## src/rtl/snake_pkg.sv

```systemverilog
// Shared definitions for the snake game: tile types, grid geometry and colours.
// Used by the tile renderer and the game state machine.
package snake_pkg;

    typedef enum logic [1:0] {
        TILE_EMPTY = 2'd0,
        TILE_BODY  = 2'd1,
        TILE_HEAD  = 2'd2,
        TILE_FOOD  = 2'd3
    } tile_t;

    typedef enum logic {
        ST_IDLE,
        ST_SWEEP
    } sweep_state_t;

    localparam logic [5:0]  GRID_W     = 6'd40;
    localparam logic [4:0]  GRID_H     = 5'd30;
    localparam int          TILE_SHIFT = 4;
    localparam logic [9:0]  SCREEN_W   = 10'd640;
    localparam logic [8:0]  SCREEN_H   = 9'd480;
    localparam int          NUM_TILES  = 1200;
    localparam logic [10:0] LAST_IDX   = 11'd1199;

    localparam logic [7:0] DEF_COL_EMPTY = 8'h00;
    localparam logic [7:0] DEF_COL_BODY  = 8'h1C;
    localparam logic [7:0] DEF_COL_HEAD  = 8'h3F;
    localparam logic [7:0] DEF_COL_FOOD  = 8'hE0;

    // y*40 + x built from shifts so no multiplier is inferred
    function automatic logic [10:0] tile_index(
        input logic [5:0] x,
        input logic [4:0] y
    );
        logic [10:0] yw;
        yw = {6'd0, y};
        return (yw << 5) + (yw << 3) + {5'd0, x};
    endfunction

endpackage

```

## src/rtl/snake_tile_renderer_tile_ram.sv

```systemverilog
// 1200x2 simple dual-port tile store, registered read-first read port.
// No reset on the array so it maps onto block RAM.
module tile_ram
    import snake_pkg::*;
#(
    parameter int DEPTH = NUM_TILES,
    parameter int AW    = 11
) (
    input  logic          clk_i,
    input  logic          we_i,
    input  logic [AW-1:0] waddr_i,
    input  logic [1:0]    wdata_i,
    input  logic [AW-1:0] raddr_i,
    output logic [1:0]    rdata_o
);

    logic [1:0] mem_q [DEPTH];
    logic [1:0] rdata_q;

    always_ff @(posedge clk_i) begin
        if (we_i) begin
            mem_q[waddr_i] <= wdata_i;
        end
        rdata_q <= mem_q[raddr_i];
    end

    assign rdata_o = rdata_q;

endmodule

```

## src/rtl/snake_tile_renderer.sv

```systemverilog
// Tile-grid pixel source: 3-stage read pipeline for the VGA side,
// write port plus clear-sweep FSM for the game side.
module snake_tile_renderer
    import snake_pkg::*;
#(
    parameter logic [7:0] COL_EMPTY = DEF_COL_EMPTY,
    parameter logic [7:0] COL_BODY  = DEF_COL_BODY,
    parameter logic [7:0] COL_HEAD  = DEF_COL_HEAD,
    parameter logic [7:0] COL_FOOD  = DEF_COL_FOOD
) (
    input  logic       CLK,
    input  logic       RESET,
    input  logic [9:0] ADDRH,
    input  logic [8:0] ADDRV,
    output logic [7:0] COUT,
    input  logic       WR_EN,
    input  logic [5:0] WR_X,
    input  logic [4:0] WR_Y,
    input  logic [1:0] WR_TYPE,
    input  logic       CLEAR,
    output logic       BUSY
);

    sweep_state_t state_q, state_d;
    logic [10:0]  cnt_q, cnt_d;

    logic         ram_we;
    logic [10:0]  ram_waddr;
    logic [1:0]   ram_wdata;
    logic [1:0]   ram_rdata;

    logic         rd_ok;
    logic [10:0]  rd_idx;
    logic [10:0]  s1_idx_q;
    logic         s1_ok_q;
    logic         s2_ok_q;
    logic [7:0]   cout_q, cout_d;

    // Stage 1: tile index and visible-area flag
    assign rd_ok  = (ADDRH < SCREEN_W) && (ADDRV < SCREEN_H);
    assign rd_idx = rd_ok ? tile_index(ADDRH[9:TILE_SHIFT],
                                       ADDRV[8:TILE_SHIFT])
                          : 11'd0;

    always_ff @(posedge CLK) begin
        if (RESET) begin
            s1_idx_q <= 11'd0;
            s1_ok_q  <= 1'b0;
            s2_ok_q  <= 1'b0;
            cout_q   <= 8'h00;
        end else begin
            s1_idx_q <= rd_idx;
            s1_ok_q  <= rd_ok;
            s2_ok_q  <= s1_ok_q;
            cout_q   <= cout_d;
        end
    end

    // Stage 3: colour map, blanked outside the screen and during a sweep
    always_comb begin
        cout_d = COL_EMPTY;
        case (tile_t'(ram_rdata))
            TILE_EMPTY: cout_d = COL_EMPTY;
            TILE_BODY:  cout_d = COL_BODY;
            TILE_HEAD:  cout_d = COL_HEAD;
            TILE_FOOD:  cout_d = COL_FOOD;
            default:    cout_d = COL_EMPTY;
        endcase
        if (!s2_ok_q) begin
            cout_d = 8'h00;
        end else if (BUSY) begin
            cout_d = COL_EMPTY;
        end
    end

    assign COUT = cout_q;

    always_ff @(posedge CLK) begin
        if (RESET) begin
            state_q <= ST_SWEEP;
            cnt_q   <= 11'd0;
        end else begin
            state_q <= state_d;
            cnt_q   <= cnt_d;
        end
    end

    always_comb begin
        state_d   = state_q;
        cnt_d     = cnt_q;
        ram_we    = 1'b0;
        ram_waddr = tile_index(WR_X, WR_Y);
        ram_wdata = WR_TYPE;
        case (state_q)
            ST_IDLE: begin
                if (CLEAR) begin
                    state_d = ST_SWEEP;
                    cnt_d   = 11'd0;
                end else if (WR_EN && (WR_X < GRID_W) && (WR_Y < GRID_H)) begin
                    ram_we = 1'b1;
                end
            end
            ST_SWEEP: begin
                ram_we    = 1'b1;
                ram_waddr = cnt_q;
                ram_wdata = TILE_EMPTY;
                if (CLEAR) begin
                    cnt_d = 11'd0;
                end else if (cnt_q == LAST_IDX) begin
                    state_d = ST_IDLE;
                    cnt_d   = 11'd0;
                end else begin
                    cnt_d = cnt_q + 11'd1;
                end
            end
            default: begin
                state_d = ST_SWEEP;
                cnt_d   = 11'd0;
            end
        endcase
    end

    assign BUSY = (state_q == ST_SWEEP);

    tile_ram #(
        .DEPTH (NUM_TILES),
        .AW    (11)
    ) u_tile_ram (
        .clk_i   (CLK),
        .we_i    (ram_we),
        .waddr_i (ram_waddr),
        .wdata_i (ram_wdata),
        .raddr_i (s1_idx_q),
        .rdata_o (ram_rdata)
    );

endmodule
```

## config.mk

```make
export PLATFORM = sky130hd
export DESIGN_NAME = snake_tile_renderer
export DESIGN_NICKNAME = d
export VERILOG_FILES = /design/src/rtl/snake_pkg.sv /design/src/rtl/snake_tile_renderer_tile_ram.sv /design/src/rtl/snake_tile_renderer.sv
export SDC_FILE = /design/constraint.sdc
export NUM_CORES = 2
export LEC_CHECK = 0
export BUFFER_PORTS_ARGS = -buffer_cell sky130_fd_sc_hd__clkbuf_2
export CELL_PAD_IN_SITES_DETAIL_PLACEMENT = 1
export CELL_PAD_IN_SITES_GLOBAL_PLACEMENT = 1
export CORE_UTILIZATION = 40
export CTS_CLUSTER_SIZE = 40
export DETAILED_ROUTE_END_ITERATION = 8
export PLACE_DENSITY = 0.69
export SKIP_CTS_REPAIR_TIMING = 1
export SLEW_MARGIN = 10
export SYNTH_ARGS = -nofsm -noshare
export SYNTH_HDL_FRONTEND = slang
export SYNTH_SLANG_ARGS = --single-unit
```

## constraint.sdc

```tcl
create_clock -name CLK -period 52.5 [get_ports CLK]
set_input_delay 5.25 -clock CLK [delete_from_list [all_inputs] [get_ports CLK]]
set_output_delay 5.25 -clock CLK [all_outputs]
set_load 0.01 [all_outputs]
```

==> flow_summary.json <==
{
  "outcome": "completed",
  "tns_ns": 0,
  "worstSetupStartpointType": "input port",
  "worstSetupPathType": "in2reg",
  "grt_max_degree": 240,
  "htreeDepth": 4,
  "synth_area_um2": 98700,
  "path_cells": "clkbuf_2, fa_1, inv_1, fa_1, nor2b_1, o21ai_0, o21ai_0, nor3_2, nand3_2, nor2_1",
  "cts-root-buf": "clkbuf_16",
  "powerDensity_nw_per_um2": 35.6,
  "synth.largest_area_cell": "edfxtp_1",
  "worstPathRequired_ns": 53.04,
  "min_period_over_period_pct": 17.2,
  "drive_gt1_share_pct": 20.8,
  "path_max_fanout": 32,
  "clkTransAtPathRegs_ns": 0.06,
  "worst_ep_arrival_time_ns": 9.55,
  "final_cell_mix": "edfxtp_1 (2400), nor2_1 (1275), mux4_2 (604), clkbuf_16 (241), a22oi_1 (159)",
  "fin_nets": 5639,
  "drt-total-wl_um": 273000,
  "syn_avg_cell_area_um2": 17.6,
  "via_count": 53200,
  "leakagePower_nw": 33.1,
  "rsz0062_at_grt": "no",
  "multi_input_area_um2": 24400,
  "drt_first_pass_iters": 5,
  "final_util_pct": 45.0,
  "clk_path_buf_depth": 3,
  "whs_ns": 0.442,
  "synth-main-ff-cell": "edfxtp_1",
  "synth-seq-area-share_pct": 73.7,
  "cap_violations": 0,
  "top_level_ports": 45,
  "synth.area.top_cells": "edfxtp_1 (73%), mux4_2 (14%), nor2_1 (4.9%)",
  "crit_family": "simple AND/OR/NAND/NOR gates",
  "grt_pass1_vias": 56400,
  "grt_overflow": 0,
  "setup_violations": 0,
  "synth_edf_count": 2400,
  "die_w_um": 499,
  "dp.cells": 8541,
  "synthDistinctLibCells": 59,
  "peakVddDrop_v": 0.0000343,
  "regArea_um2": 72700,
  "avgRoutedWirePerCell_um": 30.4,
  "worstSkewPairLatency_ns": 0.89,
  "clock-sinks": 2431,
  "antenna_found_initial": 11,
  "cts_tree": "done",
  "rows": 181,
  "skew_ns": 0.0355,
  "drtAntennaViolNets": 0,
  "relSlewSlack_pct": 17.9,
  "n_fill_cell": 22900,
  "grt_pass1_wl_um": 394000,
  "hpwl_um": 152000,
  "slowest_delay_ns": 1.03,
  "vias_per_cell": 5.92,
  "syn_inst": 5606,
  "gr-usage-all-layers_pct": 21.9,
  "synth_nets": 5667,
  "hold_class": "reg2reg",
  "synthArstFlopShare_pct": 0,
  "ys_ff_latch": 2431,
  "port_buffers": 36,
  "crit_slowest_cell": "nor3_2",
  "end_kind": "flop",
  "syn_to_final_growth_pct": 11.4,
  "core-area_um2": 244000,
  "die_area_um2": 249000,
  "min_period_ns": 9.01,
  "clock.fmax_mhz": 111,
  "hold_violations": 0,
  "layout_commonest_cell": "edfxtp_1",
  "slew_viol_final": 0,
  "layout.cells.non_filler": 8982,
  "p_total_w": 0.00391,
  "yosysWarnings": 0,
  "drc": 0,
  "die_h_um": 499,
  "critPathBufInv": 2,
  "drtIter0Drc": 6627,
  "cts_made_buffers": 237,
  "synth.top_cell.area_share_pct": 73.0,
  "start_util_pct": 40.4,
  "tightest_slew_ns": 1.23,
  "gp_routability_congestion": 0.791
}
## cell usage after synthesis (all sizes together), types with 6 or more instances
| cell | instances |
|---|---|
| a211oi | 29 |
| a21o | 8 |
| a21oi | 96 |
| a221oi | 6 |
| a22oi | 159 |
| a311oi | 6 |
| a31oi | 18 |
| and2 | 13 |
| and3 | 7 |
| buf | 150 |
| clkbuf | 300 |
| dfxtp | 31 |
| edfxtp | 2400 |
| ha | 21 |
| inv | 18 |
| mux2 | 16 |
| mux2i | 86 |
| mux4 | 604 |
| nand2 | 121 |
| nand2b | 12 |
| nand3 | 38 |
| nand4 | 9 |
| nor2 | 1279 |
| nor2b | 37 |
| nor3 | 25 |
| nor4 | 24 |
| o211ai | 7 |
| o21ai | 18 |
| o22ai | 10 |
| or2 | 6 |
## layout make-up
type                    count  area share [%]
clock inverters           126           0.912
diodes                      5          0.0114
inverters                  18          0.0638
clock buffers             310            5.81
multi-input cells        2707            22.2
flip-flops and latches   2431            66.2
repair buffers            183            1.21
well taps                3202            3.65
## worst register-to-register path, stage by stage (launching register included)
cell and delay (ns):
dfxtp_4 0.92, buf_12 0.68, buf_4 0.73, buf_4 0.75, buf_4 0.83, buf_4 0.83, mux4_2 0.43, a22oi_1 0.24
a21oi_1 0.12, nor4_1 0.83, nor2_1 0.09, nor3_1 0.51, nor3_1 0.11, a311o_1 0.47
## metal layers
metal | GRT usage [%] | part of all wire (%)
met1 | 30.6 | 42
met2 | 35.9 | 49
met4 | 5.80 | 2.3
met3 | 3.29 | 7.4
met5 | 0 | 0.018
## metrics by stage
step | instance area [um^2] | setup slack [ns]
2_1_floorplan | 98700 | 12.71
3_3_place_gp | 102000 | 42.48
3_5_place_dp | 102000 | 42.34
4_1_cts | 110000 | 43.30
5_1_grt | 110000 | 43.34
6_report | 110000 | 43.49
## state kept, by name, summed over array words and instances, names as in the netlist
signal and cells:
u_tile_ram.mem_q 2400, cnt_q 11, s1_idx_q 11, COUT 4, u_tile_ram.rdata_o 2, BUSY 1
s1_ok_q 1, s2_ok_q 1
## worst paths after layout
kind | startpoint | end | slack [ns] | depth (start not counted)
worst max-delay path | WR_X[5] | u_tile_ram.mem_q[964][1] | 43.49 | 10
worst min register to register | s1_ok_q | s2_ok_q | 0.44 | 1
worst min-delay path | s1_ok_q | s2_ok_q | 0.44 | 1
worst max register to register | s1_idx_q[1] | u_tile_ram.rdata_o[0] | 44.83 | 13
## where the power goes
group          internal, W  switching [W]
Sequential         0.00210     0.00000533
Clock             0.000907       0.000733
Combinational    0.0000664      0.0000975
## kinds of logic after synthesis
family,share of synthesized area (%)
AOI/OAI and AO/OA,2.68
and+or+nand+nor,6.43
muxes,14.8
xor gates and xnor gates,0.0533
DFF,73.7
adders and majority gates,0.347
buffers and inverters,1.98
Note: power is estimated with default switching activity, not from simulation.
